===== src/rtl/clk_lock_monitor.sv =====
// rtl/clk_lock_monitor.sv - divided-clock frequency lock monitor with downstream reset hold
//
// Counts rising edges of tick_in over fixed windows of refclk cycles and
// declares lock after LOCK_WINDOWS consecutive in-tolerance windows. Once
// locked, rst_out is held for RST_HOLD further cycles before release. Any
// out-of-tolerance window while locked drops lock and pulses lock_lost.
//
// Ports:
//   refclk     in   reference clock, all logic on its rising edge
//   rst        in   synchronous active-high reset
//   tick_in    in   monitored divided clock, sampled as data
//   locked     out  high while settling or locked
//   rst_out    out  downstream reset, low only when fully locked
//   lock_lost  out  one-cycle pulse when lock is dropped
//   edge_count out  edge total of the last completed window
module clk_lock_monitor #(
    parameter int WINDOW       = 16,
    parameter int EXPECT       = 8,
    parameter int TOL          = 1,
    parameter int LOCK_WINDOWS = 4,
    parameter int RST_HOLD     = 8
) (
    input  logic                       refclk,
    input  logic                       rst,
    input  logic                       tick_in,
    output logic                       locked,
    output logic                       rst_out,
    output logic                       lock_lost,
    output logic [$clog2(WINDOW):0]    edge_count
);

    localparam int CW  = $clog2(WINDOW) + 1;
    localparam int WCW = (WINDOW > 1) ? $clog2(WINDOW) : 1;
    localparam int GCW = (LOCK_WINDOWS > 1) ? $clog2(LOCK_WINDOWS) : 1;
    localparam int HCW = (RST_HOLD > 1) ? $clog2(RST_HOLD) : 1;

    // Lower bound clamps at zero so a wide tolerance cannot wrap around.
    localparam int LO = (EXPECT > TOL) ? (EXPECT - TOL) : 0;
    localparam int HI = EXPECT + TOL;

    typedef enum logic [1:0] {
        SEARCH = 2'd0,
        SETTLE = 2'd1,
        LOCKED = 2'd2
    } state_t;

    state_t           state;
    logic             prev;
    logic [WCW-1:0]   win_cnt;
    logic [CW-1:0]    edge_cnt;
    logic [GCW-1:0]   good_cnt;
    logic [HCW-1:0]   hold_cnt;

    logic             rise;
    logic             win_end;
    logic [CW-1:0]    total;
    logic [31:0]      total_ext;
    logic             good;

    always_comb begin
        rise      = tick_in & ~prev;
        win_end   = (win_cnt == WCW'(WINDOW - 1));
        // Saturating edge_cnt + rise; this also serves as the next edge_cnt.
        total     = (rise && (edge_cnt != {CW{1'b1}})) ? edge_cnt + 1'b1 : edge_cnt;
        total_ext = 32'(total);
        good      = (total_ext >= 32'(LO)) && (total_ext <= 32'(HI));
    end

    always_ff @(posedge refclk) begin
        if (rst) begin
            state      <= SEARCH;
            prev       <= 1'b0;
            win_cnt    <= '0;
            edge_cnt   <= '0;
            good_cnt   <= '0;
            hold_cnt   <= '0;
            edge_count <= '0;
            locked     <= 1'b0;
            rst_out    <= 1'b1;
            lock_lost  <= 1'b0;
        end else begin
            prev      <= tick_in;
            lock_lost <= 1'b0;

            if (win_end) begin
                win_cnt    <= '0;
                edge_cnt   <= '0;
                edge_count <= total;
            end else begin
                win_cnt  <= win_cnt + 1'b1;
                edge_cnt <= total;
            end

            case (state)
                SEARCH: begin
                    if (win_end) begin
                        if (!good) begin
                            good_cnt <= '0;
                        end else if (good_cnt == GCW'(LOCK_WINDOWS - 1)) begin
                            state    <= SETTLE;
                            good_cnt <= '0;
                            hold_cnt <= '0;
                            locked   <= 1'b1;
                        end else begin
                            good_cnt <= good_cnt + 1'b1;
                        end
                    end
                end

                SETTLE: begin
                    // A bad window wins over hold expiry in the same cycle.
                    if (win_end && !good) begin
                        state     <= SEARCH;
                        good_cnt  <= '0;
                        hold_cnt  <= '0;
                        locked    <= 1'b0;
                        rst_out   <= 1'b1;
                        lock_lost <= 1'b1;
                    end else if (hold_cnt == HCW'(RST_HOLD - 1)) begin
                        state   <= LOCKED;
                        rst_out <= 1'b0;
                    end else begin
                        hold_cnt <= hold_cnt + 1'b1;
                    end
                end

                LOCKED: begin
                    if (win_end && !good) begin
                        state     <= SEARCH;
                        good_cnt  <= '0;
                        hold_cnt  <= '0;
                        locked    <= 1'b0;
                        rst_out   <= 1'b1;
                        lock_lost <= 1'b1;
                    end
                end

                default: begin
                    state   <= SEARCH;
                    locked  <= 1'b0;
                    rst_out <= 1'b1;
                end
            endcase
        end
    end

endmodule


===== config.mk =====
export PLATFORM = sky130hd
export DESIGN_NAME = clk_lock_monitor
export DESIGN_NICKNAME = d
export VERILOG_FILES = /design/src/rtl/clk_lock_monitor.sv
export SDC_FILE = /design/constraint.sdc
export NUM_CORES = 1
export LEC_CHECK = 0
export ABC_AREA = 0
export CAP_MARGIN = 40
export CORE_MARGIN = 2
export CORE_UTILIZATION = 60
export DETAILED_ROUTE_END_ITERATION = 12
export PLACE_DENSITY_LB_ADDON = 0.12
export SYNTH_ARGS = -nofsm -noshare
export SYNTH_HDL_FRONTEND = slang
export SYNTH_SLANG_ARGS = --single-unit

===== constraint.sdc =====
create_clock -name refclk -period 9 [get_ports refclk]
set_clock_uncertainty 0.15 [all_clocks]
set_input_delay 1.35 -clock refclk [delete_from_list [all_inputs] [get_ports refclk]]
set_output_delay 1.35 -clock refclk [all_outputs]
set_load 0.03 [all_outputs]

==> impl_summary.md <==
Critical path
The kind of critical path is input pin to register. The worst-path cell with the longest stage delay is sky130_fd_sc_hd__clkdlybuf4s50_1. For the worst setup path, the data arrival time is 4020 ps. The startpoint identified for the worst register-to-register timing path is edge_cnt[0]. The worst stage delay on the critical path is 500 ps. The number of cells traversed by the worst register-to-register path is 10. Walking the worst path, the cells encountered are clkdlybuf4s50_1, or3b_1, o21a_1, a2111o_1, a21o_2, a211oi_1, o31ai_1, a21oi_1. The most critical setup path has its startpoint at tick_in. The kind of cell adding the most delay to the critical path is compound AO/OA/AOI/OAI gates. The worst setup path is captured at a register.

Data on the critical path is required at its endpoint by 9110 ps. Across all register-to-register paths, the minimum setup slack is 5680 ps. Together, buffers and inverters on the worst path number 1. The capturing point of the worst reg2reg path is hold_cnt[1]. The launching element type of the critical path is an input pin. Of all nets on the critical path, the largest fanout is 7.

Clocking
The number of setup buffers added after CTS is 0. The clock-pin slew on the worst setup and hold paths is 140 ps. The number of levels in the clock H-tree is 1. The TritonCTS clock tree is done. The number of buffers added by the clock tree synthesis step is 3. Once the clock tree was built, the resizer swapped 0 gates to a different size. The number of buffers inserted by hold repair at cts is 0.

The clock sink count is 25. The longest clock path from root to sink contains 2 buffers. The clock reaches the later pin of the worst-skew pair after 330 ps. The root buffer selected by CTS is sky130_fd_sc_hd__clkbuf_4.

Drt
The routed design has 2.32 mm of wire. In the final routing, the length of wire on met1 measures 1.08 mm. The first detailed-routing pass ran for 5 iterations. The highest signal layer in the routed design is met4. After detailed routing, the met2 layer carries 1.14 mm of wire. The post-detailed-route wirelength per cell is 13.3 um. The detailed router placed 988 vias in this run. Dividing the detail-routed via count by the number of cells gives 5.68. For this run, design rule violations remaining after detail routing come to 0.

The post-route antenna net violation count is 0. The detailed router's first-iteration violation count is 6. The detailed-routed wire length on met3 is 91 um.

Global route
The first global-routing pass estimated 4.09 mm of wire. After global routing the overflow that remains totals 0. The number of global-route vias before repair was 989. The largest net degree at the start of global routing is 22. The all-layer global routing usage is 0.214. The initial antenna violation count is 0.

Logic synthesis
The sequential fraction of the synthesis area is 0.396. The dominant register cell in the synthesized netlist is sky130_fd_sc_hd__dfxtp_1. The share of synthesized cell area in full adder, half adder and majority cells is 0.0991. In the synthesized netlist the async set-or-reset flop fraction comes to 0. After synthesis, the mean cell area works out to 9.15 um2.

The area share of and/or/nand/nor cells after synthesis is 0.215. Of all cell types, the one taking the most synthesized area is sky130_fd_sc_hd__dfxtp_1. Of the post-synthesis cell area, the part taken by muxes is 0.0238. The total standard cell area after synthesis is 1260 um2. The synthesized design contains 25 register bits. The largest family of logic cells by synthesized area is simple AND/OR/NAND/NOR gates.

The compound-gate portion of the synthesized area is 0.202. The proportion of netlist area held by the largest area contributor is 0.396. The distinct cell type count after synthesis is 42. The cell count after synthesis is 138. Of the total synthesized cell area, the portion taken by XOR and XNOR cells is 0.0278.

In this run, synthesis inferred 0 flip-flops with an integrated enable. The count of yosys warnings during synthesis is 0. The net count after synthesis is 151. By area the synthesized netlist is led by sky130_fd_sc_hd__dfxtp_1 (40%), sky130_fd_sc_hd__ha_1 (9.9%), sky130_fd_sc_hd__nor2_1 (5.9%), sky130_fd_sc_hd__a211oi_1 (3.6%), sky130_fd_sc_hd__a21oi_1 (3.2%).

Worst hold path
For hold timing, the worst endpoint is win_cnt[0]. Along the worst hold path, the cell count comes to 1. The worst hold path begins at win_cnt[0].

The tightest min-delay check is of the register to register type.

STA
The final count of pins violating max slew came to 0. In this run the tightest slew margin relative to its limit is 0.524. The final setup violation count is 0.

In the post-route analysis, the smallest setup slack over all paths is 5090 ps. The final-report hold violation count is 0. The smallest clock period supported by the final layout is computed as 3910 ps.

Setup repair after global routing left no endpoint under its margin. The fmax is 256 MHz. The post-route fraction of the period consumed by the critical path is 0.434.

Hold is met by 312 ps. The setup total negative slack is 0 ps. The transition at the pin with the smallest max-transition slack is 712 ps.

Power and ir drop
The maximum vdd ir drop is 0.000126 V. The design draws 0.177 mW. The leakage dissipation is 0.534 nW. The total power density per cell area is 126 nW/um2.

Status
The run finished with clean final reports.

Floorplan
The number of placement rows is 16. The die extent in x is 49.9 um. The die footprint is 2490 um2. The core footprint is 1980 um2.

The number of top-level pins is 11. The initial cell density of the core is 0.637. The die is 49.9 um tall.

Job
The tool flagged a number of max-cap violations equal to 0.

Placed design
The placed standard-cell area is 1370 um2. The number of port buffers is 10. At the end of routability-driven placement, the weighted congestion stood at 0.869. Counting tap cells, the placed design contains a total of 170 instances. The wire-length estimate of the detail-placed layout is 1.73 mm.

The pre-CTS worst setup slack is 4740 ps.

Final layout
The count of antenna diodes in the layout is 0. The proportion of layout cells with a drive suffix above 1 is 0.0680. The finished layout holds 174 standard cells, fillers aside.

The final layout contains 161 nets. Measured on the finished design, the core utilization comes to 0.706. Counting the fill cells in the layout gives 148. The final standard cell area without fillers is 1400 um2. The relative area change from synthesis to final layout is 10.9%.
registers in the layout, summed over array words and instances, names as in the netlist:
| register | flops |
|---|---|
| prev | 1 |
| lock_lost | 1 |
| good_cnt | 2 |
| win_cnt | 4 |
| locked | 1 |
| state | 2 |
| hold_cnt | 3 |
| edge_count | 5 |
| edge_cnt | 5 |
| rst_out | 1 |
metal layers:
| metal | vias to the layer above | track usage |
|---|---|---|
| met5 | - | 0 |
| met4 | 0 | 0.0556 |
| met3 | 2 | 0.0636 |
| met2 | 16 | 0.367 |
| met1 | 455 | 0.261 |
| li1 | 515 | - |
cell usage after synthesis, drive strengths merged (2+ instances only):
master	instances
mux2i	3
nand2	7
buf	2
a21oi	8
dfxtp	25
a211oi	6
o31ai	3
clkbuf	3
a2111oi	2
inv	5
xnor2	3
nand2b	2
nand3	7
nor3b	2
a211o	2
o21ai	3
nor2	20
and3	2
ha	10
nor3	5
worst max path at each step:
stage / to / cells after the start
after global placement: hold_cnt[2] / 8
after CTS: hold_cnt[1] / 8
final: hold_cnt[1] / 8
after global routing: hold_cnt[1] / 8
after floorplan: hold_cnt[1] / 8
after detailed placement: hold_cnt[1] / 8
power by group:
group	leakage [nW]	total [mW]	switching [mW]	internal [mW]
Sequential	0.203	0.115	0.00204	0.113
Combinational	0.317	0.0105	0.00589	0.00460
Clock	0.0139	0.0512	0.0342	0.0170
final cells by class:
class	count	area [um2]	share of cell area
clock buffer	3	22.5	0.0161
clock inverter	1	7.51	0.00536
inverter	5	18.8	0.0134
multi-input combinational	103	717	0.512
sequential	25	500	0.357
tap	27	33.8	0.0241
timing repair buffer	10	100	0.0715
cells in the final DEF, fill, tap and decap left out, types with 2 or more instances in the layout:
cell                              instances
sky130_fd_sc_hd__a211o_1                  2
sky130_fd_sc_hd__a211oi_1                 6
sky130_fd_sc_hd__a21oi_1                  8
sky130_fd_sc_hd__and3_1                   2
sky130_fd_sc_hd__clkbuf_4                 3
sky130_fd_sc_hd__clkdlybuf4s50_1         10
sky130_fd_sc_hd__dfxtp_1                 25
sky130_fd_sc_hd__ha_1                    10
sky130_fd_sc_hd__inv_1                    5
sky130_fd_sc_hd__mux2i_1                  3
sky130_fd_sc_hd__nand2_1                  7
sky130_fd_sc_hd__nand2b_1                 2
sky130_fd_sc_hd__nand3_1                  7
sky130_fd_sc_hd__nor2_1                  20
sky130_fd_sc_hd__nor3_1                   4
sky130_fd_sc_hd__nor3b_1                  2
sky130_fd_sc_hd__o21ai_0                  2
sky130_fd_sc_hd__o31ai_1                  3
sky130_fd_sc_hd__xnor2_1                  3
logic make-up (layout without fill, tap and decap cells):
group                    count (synthesis)  after routing
buffers and inverters                   10             19
multiplexers                             3              3
adder cells (fa/ha/maj)                 10             10
AND/OR/NAND/NOR                         54             54
AO/OA/AOI/OAI                           32             32
flip-flops                              25             25
XOR/XNOR                                 4              4
worst register-to-register path, cell delays in order (launching register included):
cell	delay, ps
sky130_fd_sc_hd__dfxtp_1	370
sky130_fd_sc_hd__ha_1	210
sky130_fd_sc_hd__and3_1	170
sky130_fd_sc_hd__ha_1	200
sky130_fd_sc_hd__or3b_1	490
sky130_fd_sc_hd__o21a_1	270
sky130_fd_sc_hd__a2111o_1	450
sky130_fd_sc_hd__a21o_2	270
sky130_fd_sc_hd__a211oi_1	410
sky130_fd_sc_hd__o31ai_1	130
sky130_fd_sc_hd__a21oi_1	130
(Power assumes the default switching activity.)
